`src/rtl/rb2_frame_pkg.sv`:
```
// ============================================================================
// rb2_frame_pkg : shared types and constants for the RB2 frame transmitter
// Rev 1.0
// ============================================================================
`default_nettype none

package rb2_frame_pkg;

    localparam int ADDR_W         = 3;
    localparam int DATA_W         = 18;
    localparam int FRAME_BITS     = ADDR_W + DATA_W;
    localparam int FRAME_BITS_PAR = FRAME_BITS + 1;

    typedef enum logic [2:0] {
        S_IDLE  = 3'd0,
        S_READ  = 3'd1,
        S_WAIT  = 3'd2,
        S_SHIFT = 3'd3,
        S_DONE  = 3'd4
    } state_t;

endpackage

`default_nettype wire

```
`src/rtl/frame_piso.sv`:
```
// ============================================================================
// frame_piso : parallel-load, MSB-first shift register with bit counter
// Rev 1.0
// ============================================================================
`default_nettype none

module frame_piso #(
    parameter int WIDTH = 21
) (
    input  logic             clk,
    input  logic             rst,
    input  logic             load,
    input  logic             shift,
    input  logic [WIDTH-1:0] word,
    output logic             sd,
    output logic             last
);

    localparam int CNT_W = $clog2(WIDTH);

    logic [WIDTH-1:0] r_sr;
    logic [CNT_W-1:0] r_cnt;

    // The shift after the last bit fills the register with zeros, so sd idles low.
    always_ff @(posedge clk or posedge rst) begin
        if (rst) begin
            r_sr  <= '0;
            r_cnt <= '0;
        end else if (load) begin
            r_sr  <= word;
            r_cnt <= CNT_W'(WIDTH - 1);
        end else if (shift) begin
            r_sr  <= {r_sr[WIDTH-2:0], 1'b0};
            if (r_cnt != '0)
                r_cnt <= r_cnt - 1'b1;
        end
    end

    assign sd   = r_sr[WIDTH-1];
    assign last = (r_cnt == '0);

endmodule

`default_nettype wire

```
`src/rtl/rb2_frame_tx.sv`:
```
// ============================================================================
// rb2_frame_tx : reads RB2 words 0..FRAME_CNT-1 and serialises {addr,data}
// Optional macro FRAME_PARITY_EN appends an even-parity bit to each frame.
// Rev 1.0
// ============================================================================
`default_nettype none

module rb2_frame_tx
    import rb2_frame_pkg::*;
#(
    parameter int FRAME_CNT = 8
) (
    input  logic              clk,
    input  logic              rst,
    input  logic              start,
    output logic              RB2_RW,
    output logic [ADDR_W-1:0] RB2_A,
    output logic [DATA_W-1:0] RB2_D,
    input  logic [DATA_W-1:0] RB2_Q,
    output logic              sen,
    output logic              sd,
    output logic              done
);

    localparam logic [ADDR_W-1:0] LAST_N = ADDR_W'(FRAME_CNT - 1);

`ifdef FRAME_PARITY_EN
    localparam int FW = FRAME_BITS_PAR;
`else
    localparam int FW = FRAME_BITS;
`endif

    state_t              r_state;
    logic [ADDR_W-1:0]   r_n;
    logic [FRAME_BITS-1:0] w_frame;
    logic [FW-1:0]       w_word;
    logic                w_load;
    logic                w_shift;
    logic                w_last;

    assign w_frame = {r_n, RB2_Q};

`ifdef FRAME_PARITY_EN
    assign w_word = {w_frame, ^w_frame};
`else
    assign w_word = w_frame;
`endif

    assign w_load  = (r_state == S_WAIT);
    assign w_shift = (r_state == S_SHIFT);

    assign RB2_RW = 1'b1;
    assign RB2_D  = '0;
    assign RB2_A  = r_n;

    always_ff @(posedge clk or posedge rst) begin
        if (rst) begin
            r_state <= S_IDLE;
            r_n     <= '0;
            sen     <= 1'b1;
            done    <= 1'b0;
        end else begin
            done <= 1'b0;
            case (r_state)
                S_IDLE: begin
                    if (start) begin
                        r_n     <= '0;
                        r_state <= S_READ;
                    end
                end
                S_READ: begin
                    r_state <= S_WAIT;
                end
                // RB2_Q is valid here; the shifter loads on this closing edge.
                S_WAIT: begin
                    sen     <= 1'b0;
                    r_state <= S_SHIFT;
                end
                S_SHIFT: begin
                    if (w_last) begin
                        sen <= 1'b1;
                        if (r_n < LAST_N) begin
                            r_n     <= r_n + 1'b1;
                            r_state <= S_READ;
                        end else begin
                            done    <= 1'b1;
                            r_state <= S_DONE;
                        end
                    end
                end
                S_DONE: begin
                    r_state <= S_IDLE;
                end
                default: begin
                    r_state <= S_IDLE;
                end
            endcase
        end
    end

    frame_piso #(
        .WIDTH (FW)
    ) u_piso (
        .clk   (clk),
        .rst   (rst),
        .load  (w_load),
        .shift (w_shift),
        .word  (w_word),
        .sd    (sd),
        .last  (w_last)
    );

endmodule

`default_nettype wire

```
`config.mk`:
```
export PLATFORM = sky130hd
export DESIGN_NAME = rb2_frame_tx
export DESIGN_NICKNAME = d
export VERILOG_FILES = /design/src/rtl/rb2_frame_pkg.sv /design/src/rtl/frame_piso.sv /design/src/rtl/rb2_frame_tx.sv
export SDC_FILE = /design/constraint.sdc
export NUM_CORES = 1
export LEC_CHECK = 0
export BUFFER_PORTS_ARGS = -buffer_cell sky130_fd_sc_hd__buf_2
export CORE_UTILIZATION = 52
export CTS_CLUSTER_SIZE = 25
export DETAILED_ROUTE_END_ITERATION = 8
export GPL_ROUTABILITY_DRIVEN = 0
export PLACE_DENSITY = 0.78
export SLEW_MARGIN = 10
export SYNTH_ARGS = -nofsm -noshare
export SYNTH_HDL_FRONTEND = slang
export SYNTH_SLANG_ARGS = --single-unit
```
`constraint.sdc`:
```
create_clock -name clk -period 1.8 [get_ports clk]
set_clock_uncertainty 0.05 [all_clocks]
set_input_delay 0.36 -clock clk [delete_from_list [all_inputs] [get_ports clk]]
set_output_delay 0.36 -clock clk [all_outputs]
set_load 0.05 [all_outputs]
```
==> Flow_metrics.wiki, run 1 <==
{| class="wikitable"
! Metric !! Value
|-
| Outcome || finished clean
|-
| DRC || 0
|-
| Top Ports || 46
|-
| Sequential fraction of the synthesis area || between 40% and 50%
|-
| Cell leakage power || 1.03 nW
|-
| Data arrival at the endpoint of the critical path || 1880 ps
|-
| M3 GR Usage || approximately 6.6%
|-
| Effective utilization at floorplan || between 50 and 60%
|-
| First-pass iteration count of the detailed router || 4
|-
| Startpoint kind of the worst setup timing path || register
|-
| Post-route setup TNS || 0 ps
|-
| Critical path class || reg -> reg
|-
| Clock period minus worst slack || between 1500 and 2000 ps
|-
| Cts-stage hold buffer count || 0
|-
| Hold WS || about 53 ps
|-
| Count of cells resized by post-cts repair || 0
|-
| Via count || ~1300
|-
| End of the worst register-to-register path || u_piso.r_cnt[1]$_DFFE_PP0P_
|-
| Number of port buffers || 26
|-
| Horizontal die dimension || 60.9 um
|-
| Post-synth ARST share || 100%
|-
| Fmax || between 500 and 600 MHz
|-
| Clock sink total || 34
|-
| Area overhead of the layout relative to synthesis || 8.47%
|-
| Detailed-placement wirelength estimate || approximately 2100 um
|-
| Placed Instances || 246
|-
| Power Density || 1620 mW/mm^2
|-
| Hold Crit Class || in -> async
|-
| FILL cells || about 300
|-
| Synthesized area per cell || between 10 and 15 sq um
|-
| Met1 Resource Use GR || a little over a fifth
|-
| Setup repair after global routing missed its margin || no
|-
| Maxcap violations || 0
|-
| Wire per inst || approximately 12 um
|-
| Buffer cell driving the clock tree root || clkbuf_4
|-
| Total global routing track utilization || approximately 18%
|-
| Clock-pin slew on the worst setup and hold paths || 100 ps
|-
| Initial antenna violation count || 0
|-
| H-tree Lvls || 2
|-
| Footprint of the multi-input gates || between 700 and 800 sq um
|-
| Number of cell rows || 21
|-
| Number of cells on the worst reg-to-reg path || 6
|-
| Number of enable flip-flop cells after synthesis || 0
|-
| CP Data Required Time || between 1500 and 2000 ps
|-
| Storage cell area || 852 sq um
|-
| Worst Slack Setup Final || between 90 and 100 ps
|-
| Largest fanout on the critical path || 7
|-
| Vert. Die Dim || around 61 um
|-
| # nets final || 230
|-
| Commonest non-fill, non-tap cells in the layout || 33 x dfrtp_1, 26 x buf_2, 24 x o21ai_0
|-
| Synthesized netlist cell count || 180
|-
| Distinct cell type count after synthesis || 37
|-
| Internal reg-to-reg setup slack || 90 ps
|-
| First-pass GRT wire length || 4780 um
|-
| GRT met2 Usage || a little over 30%
|-
| Die ar. || roughly 0.0037 sq mm
|-
| Routed wire length || approximately 3000 um
|-
| Kind of end point of the critical path || register
|-
| Number of global-route vias before repair || 1135
|-
| Number of storage elements in the synthesis netlist || 34
|-
| Setup violation total in the final timing report || 0
|-
| Pre-CTS setup slack || about 130 ps
|-
| Post-Syn Area || between 0.0015 and 0.002 sq mm
|-
| Largest voltage drop on the vdd net || 0.866 mV
|-
| Post CTS Setup Buffer Count || 0
|-
| Number of warning messages in the yosys log || 0
|-
| Remaining Overflow, GRT || 0
|-
| Top_reg_cell synth || dfrtp_1
|-
| Core Footprint || roughly 0.0033 sq mm
|-
| Post-detailed-route count of antenna-violating nets || 0
|-
| Fin. max-slew vios || 0
|-
| R2R Path Start || u_piso.r_cnt[0]$_DFFE_PP0P_
|-
| Largest net degree at the start of global routing || 43
|-
| Leading cell type in the layout, fill and taps excluded || dfrtp_1
|-
| Peak-usage layer in the global routing report || met2
|-
| Fraction of layout cells with a size suffix above 1 || between 20% and 30%
|-
| Ratio of routed vias to standard cells || 4.97
|-
| Number of DRC violations after detailed-routing iteration 0 || 41
|-
| Hold Violations, Final || 0
|-
| Final Instance Count excl. Fillers || 253
|-
| Number of antenna cells inserted || 0
|-
| Source-to-sink clock delay at the later pin of the worst-skew pair || approximately 330 ps
|-
| CTS tree || yes
|-
| Final critical-path share of the clock period || 94.9%
|-
| Number of buffers created by CTS || 5
|-
| Clock Path Buffers || 2
|}
## flip-flops by register name, summed over array words and instances (netlist names)
| name | flops |
|---|---|
| u_piso.r_sr | 21 |
| r_state | 3 |
| RB2_A | 3 |
| done | 1 |
| u_piso.r_cnt | 5 |
| sen | 1 |
## where the power goes
part	internal [mW]	total (mW)	leakage, nW	switching, mW
Clock	0.140	0.387	0.0308	0.247
Combinational	0.583	1.46	0.572	0.882
Sequential	1.08	1.31	0.429	0.235
## logic make-up (layout without fill, tap and decap cells)
group	after synthesis	count (layout)	share of synthesized area (%)
buffers and inverters	36	46	12.3
DFF	34	34	47.3
other	2	19	0.417
muxes	20	20	11.1
adders and majority gates	2	2	1.39
AOI/OAI and AO/OA	41	41	13.9
xor gates and xnor gates	1	1	0.486
and+or+nand+nor	44	44	13.1
## layout make-up
class / count / area share [%]
Clock buffer: 5 / 1.92
Clock inverter: 2 / 0.512
Inverter: 6 / 1.15
Multi-Input combinational cell: 127 / 40.6
Sequential cell: 34 / 43.6
Tap cell: 46 / 2.94
Timing Repair Buffer: 33 / 9.34
## per-stage QoR
step	cell area, sq um	util [%]	total power [mW]
after floorplan	1870	-	2.52
after global placement	1910	57.2	2.74
after detailed placement	1910	57.2	2.81
after CTS	1960	58.6	3.20
after global routing	1960	58.6	3.41
final	1960	58.6	3.16
## metal layers
layer	vias to the layer above	part of all wire (%)
met1	589	47
met4	0	1.2
met3	6	4.7
met2	26	47
met5	-	0
li1	637	-
## critical path: stages, from the launching register on
cell and delay (ps):
dfrtp_1 420, inv_1 100, ha_1 220, nor4b_2 270, buf_4 210, nor3_1 60, a221o_1 280
## worst max path at each step
stage / from / end / slack [ps]
after floorplan: u_piso.r_cnt[0]$_DFFE_PP0P_ / u_piso.r_cnt[1]$_DFFE_PP0P_ / 240
after global placement: u_piso.r_cnt[0]$_DFFE_PP0P_ / u_piso.r_cnt[1]$_DFFE_PP0P_ / 180
after detailed placement: u_piso.r_cnt[0]$_DFFE_PP0P_ / u_piso.r_cnt[1]$_DFFE_PP0P_ / 130
after CTS: u_piso.r_cnt[0]$_DFFE_PP0P_ / u_piso.r_cnt[1]$_DFFE_PP0P_ / 110
after global routing: u_piso.r_cnt[0]$_DFFE_PP0P_ / u_piso.r_cnt[1]$_DFFE_PP0P_ / 40
final: u_piso.r_cnt[0]$_DFFE_PP0P_ / u_piso.r_cnt[1]$_DFFE_PP0P_ / 90
## synthesized netlist by cell type, types with 2 or more instances
library cell,number,share of area [%]
o211ai_1,3,1.2
nand4_1,3,1.0
buf_4,21,8.7
o21ai_0,24,6.7
nor3_1,3,0.83
nand2b_1,3,1.0
a22o_1,2,0.97
inv_1,6,1.2
a21oi_1,2,0.56
o31ai_1,2,0.83
nor2_1,2,0.42
conb_1,2,0.42
dfrtp_1,33,46
clkbuf_1,3,0.62
buf_2,5,1.4
o21bai_1,2,0.83
nand3_1,3,0.83
ha_1,2,1.4
mux2i_1,20,11
nand2_1,22,4.6
Note: power is estimated with default switching activity, not from simulation.
==> inputs of run 2 (changes only) <==
--- a/config.mk
+++ b/config.mk
@@ -6,11 +6,11 @@
 export NUM_CORES = 1
 export LEC_CHECK = 0
 export BUFFER_PORTS_ARGS = -buffer_cell sky130_fd_sc_hd__buf_2
-export CORE_UTILIZATION = 52
+export CORE_UTILIZATION = 44
 export CTS_CLUSTER_SIZE = 25
 export DETAILED_ROUTE_END_ITERATION = 8
 export GPL_ROUTABILITY_DRIVEN = 0
-export PLACE_DENSITY = 0.78
+export PLACE_DENSITY = 0.68
 export SLEW_MARGIN = 10
 export SYNTH_ARGS = -nofsm -noshare
 export SYNTH_HDL_FRONTEND = slang
==> run 2 against run 1 <==
  * Combinational power hardly changed
  * Die area is 18% higher
  * Utilization is 4.9 points lower
  * Largest power group unchanged
  * Highest routed layer unchanged
==> Flow_metrics.wiki, run 2 (synthesized netlist as in run 1, its figures left out) <==
{| class="wikitable"
! Metric !! Value
|-
| Outcome || finished clean (unchanged)
|-
| Final critical-path share of the clock period || 92.1% (was 94.9%)
|-
| Max stage delay on crit path || 410 ps (was 420 ps)
|-
| Count of cells resized by post-cts repair || 0 (unchanged)
|-
| Area of placed instances || 0.00192 sq mm (was 0.00191 sq mm)
|-
| Source-to-sink clock delay at the later pin of the worst-skew pair || 280 ps (was 330 ps)
|-
| Initial antenna violation count || 0 (unchanged)
|-
| Core Footprint || 0.00380 sq mm (was 0.00334 sq mm)
|-
| First-pass iteration count of the detailed router || 4 (unchanged)
|-
| Hold Crit Class || in -> async (unchanged)
|-
| Top Ports || 46 (unchanged)
|-
| Largest fanout on the critical path || 4 (was 7)
|-
| Worst Slack Setup Final || 143 ps (was 92.3 ps)
|-
| CTS tree || yes (unchanged)
|-
| Fin. max-slew vios || 0 (unchanged)
|-
| CP Data Required Time || 1920 ps (was 1980 ps)
|-
| Horizontal die dimension || 66.0 um (was 60.9 um)
|-
| Clock period minus worst slack || 1660 ps (was 1710 ps)
|-
| Largest net degree at the start of global routing || 35 (was 43)
|-
| Number of DRC violations after detailed-routing iteration 0 || 62 (was 41)
|-
| Remaining Overflow, GRT || 0 (unchanged)
|-
| Maxcap violations || 0 (unchanged)
|-
| Startpoint kind of the worst setup timing path || register (unchanged)
|-
| Max FFs per register || 21 (unchanged)
|-
| Power consumption || 3.45 mW (was 3.16 mW)
|-
| Hold Violations, Final || 0 (unchanged)
|-
| Power Density || 1690 mW/mm^2 (was 1620 mW/mm^2)
|-
| Pre-CTS setup slack || 55.1 ps (was 130 ps)
|-
| Setup violation total in the final timing report || 0 (unchanged)
|-
| Vert. Die Dim || 66.0 um (was 60.9 um)
|-
| Via count || 1282 (was 1258)
|-
| Cell leakage power || 1.07 nW (was 1.03 nW)
|-
| FILL cells || 343 (was 297)
|-
| # nets final || 231 (was 230)
|-
| Total global routing track utilization || 16.6% (was 18.0%)
|-
| Commonest non-fill, non-tap cells in the layout || 33 x dfrtp_1, 26 x buf_2, 24 x o21ai_0 (unchanged)
|-
| Wire per inst || 11.8 um (about the same)
|-
| Number of port buffers || 26 (unchanged)
|-
| Detailed-placement wirelength estimate || 2080 um (was 2070 um)
|-
| Buffer cell driving the clock tree root || clkbuf_8 (was clkbuf_4)
|-
| Ratio of routed vias to standard cells || 4.99 (was 4.97)
|-
| Largest voltage drop on the vdd net || 0.932 mV (was 0.866 mV)
|-
| Number of buffers created by CTS || 5 (unchanged)
|-
| Clock sink total || 34 (unchanged)
|-
| Post CTS Setup Buffer Count || 0 (unchanged)
|-
| Post-route setup TNS || 0 ps (unchanged)
|-
| Routed wire length || 3030 um (was 2990 um)
|-
| First-pass GRT wire length || 5420 um (was 4780 um)
|-
| Post-detailed-route count of antenna-violating nets || 0 (unchanged)
|-
| Clock Path Buffers || 2 (unchanged)
|-
| Area of all placed cells without fillers || 0.00204 sq mm (was 0.00196 sq mm)
|-
| Setup repair after global routing missed its margin || no (unchanged)
|-
| Fraction of layout cells with a size suffix above 1 || 23.4% (was 22.2%)
|-
| Area overhead of the layout relative to synthesis || 13.1% (was 8.47%)
|-
| Number of cell rows || 22 (was 21)
|-
| Hold WS || 111 ps (was 52.7 ps)
|-
| Registers with the most flip-flops || u_piso.r_sr (21), u_piso.r_cnt (5) (unchanged)
|-
| Critical path class || reg -> reg (unchanged)
|-
| Fmax || 603 MHz (was 586 MHz)
|-
| Cts-stage hold buffer count || 0 (unchanged)
|-
| Number of antenna cells inserted || 0 (unchanged)
|-
| Kind of end point of the critical path || register (unchanged)
|-
| DRC || 0 (unchanged)
|-
| Leading cell type in the layout, fill and taps excluded || dfrtp_1 (unchanged)
|-
| Number of global-route vias before repair || 1221 (was 1135)
|-
| Cell with the largest stage delay on the worst path || dfrtp_1 (unchanged)
|-
| Data arrival at the endpoint of the critical path || 1780 ps (was 1880 ps)
|-
| Ordered list of cells on the worst path || inv_1 -> ha_2 -> nor4b_4 -> buf_4 -> nor3_1 -> a221o_1 (was inv_1 -> ha_1 -> nor4b_2 -> buf_4 -> nor3_1 -> a221o_1)
|-
| Largest register by flop count || u_piso.r_sr (unchanged)
|-
| Die ar. || 0.00436 sq mm (was 0.00371 sq mm)
|-
| Effective utilization at floorplan || 47.5% (was 54.0%)
|-
| H-tree Lvls || 2 (unchanged)
|-
| Clock-pin slew on the worst setup and hold paths || 70 ps (was 100 ps)
|}
run 2: power breakdown:
group	switching [mW]	internal, mW
logic	0.860	0.606
clock network	0.259	0.386
registers	0.261	1.08
total	1.38	2.07
run 2: area by class of cell:
cell class / count / area, sq um / share of cell area, %
sequential: 34 / 852 / 41.8
multi-input combinational: 127 / 805 / 39.4
timing repair buffer: 34 / 190 / 9.33
clock buffer: 8 / 110 / 5.40
tap: 48 / 60.1 / 2.94
inverter: 6 / 22.5 / 1.10
run 2: path summary, 6_finish.rpt:
check	from	endpoint	slack (ps)	cells past startpoint
worst max register to register	u_piso.r_cnt[0]$_DFFE_PP0P_	u_piso.r_cnt[1]$_DFFE_PP0P_	140	6
worst max-delay path	u_piso.r_cnt[0]$_DFFE_PP0P_	u_piso.r_cnt[1]$_DFFE_PP0P_	140	6
worst min register to register	u_piso.r_sr[6]$_DFFE_PP0P_	u_piso.r_sr[6]$_DFFE_PP0P_	430	2
max in group asynchronous	rst	sen$_DFFE_PP1P_	1260	3
min in group clk	RB2_Q[0]	u_piso.r_sr[0]$_DFFE_PP0P_	300	3
worst min-delay path	rst	u_piso.r_sr[8]$_DFFE_PP0P_	110	3
run 2: critical path: cells and delay by family (launching register included):
kind / cells / cell delay [ps]
DFF: 1 / 410
and+or+nand+nor: 2 / 300
buffers and inverters: 2 / 290
AOI/OAI and AO/OA: 1 / 290
adders and majority gates: 1 / 210
run 2: routing by layer:
metal | GRT usage (%) | routed length, um | vias to the layer above
met5 | 0 | 0 | -
met2 | 25.4 | 1330 | 32
met3 | 6.21 | 140 | 4
li1 | - | - | 641
met1 | 21.9 | 1540 | 605
met4 | 4.79 | 20 | 0
run 2: through the flow:
step	util, %	instances
final	53.7	257
after floorplan	-	197
after detailed placement	50.5	249
after CTS	53.4	257
after global placement	50.5	249
after global routing	53.7	257
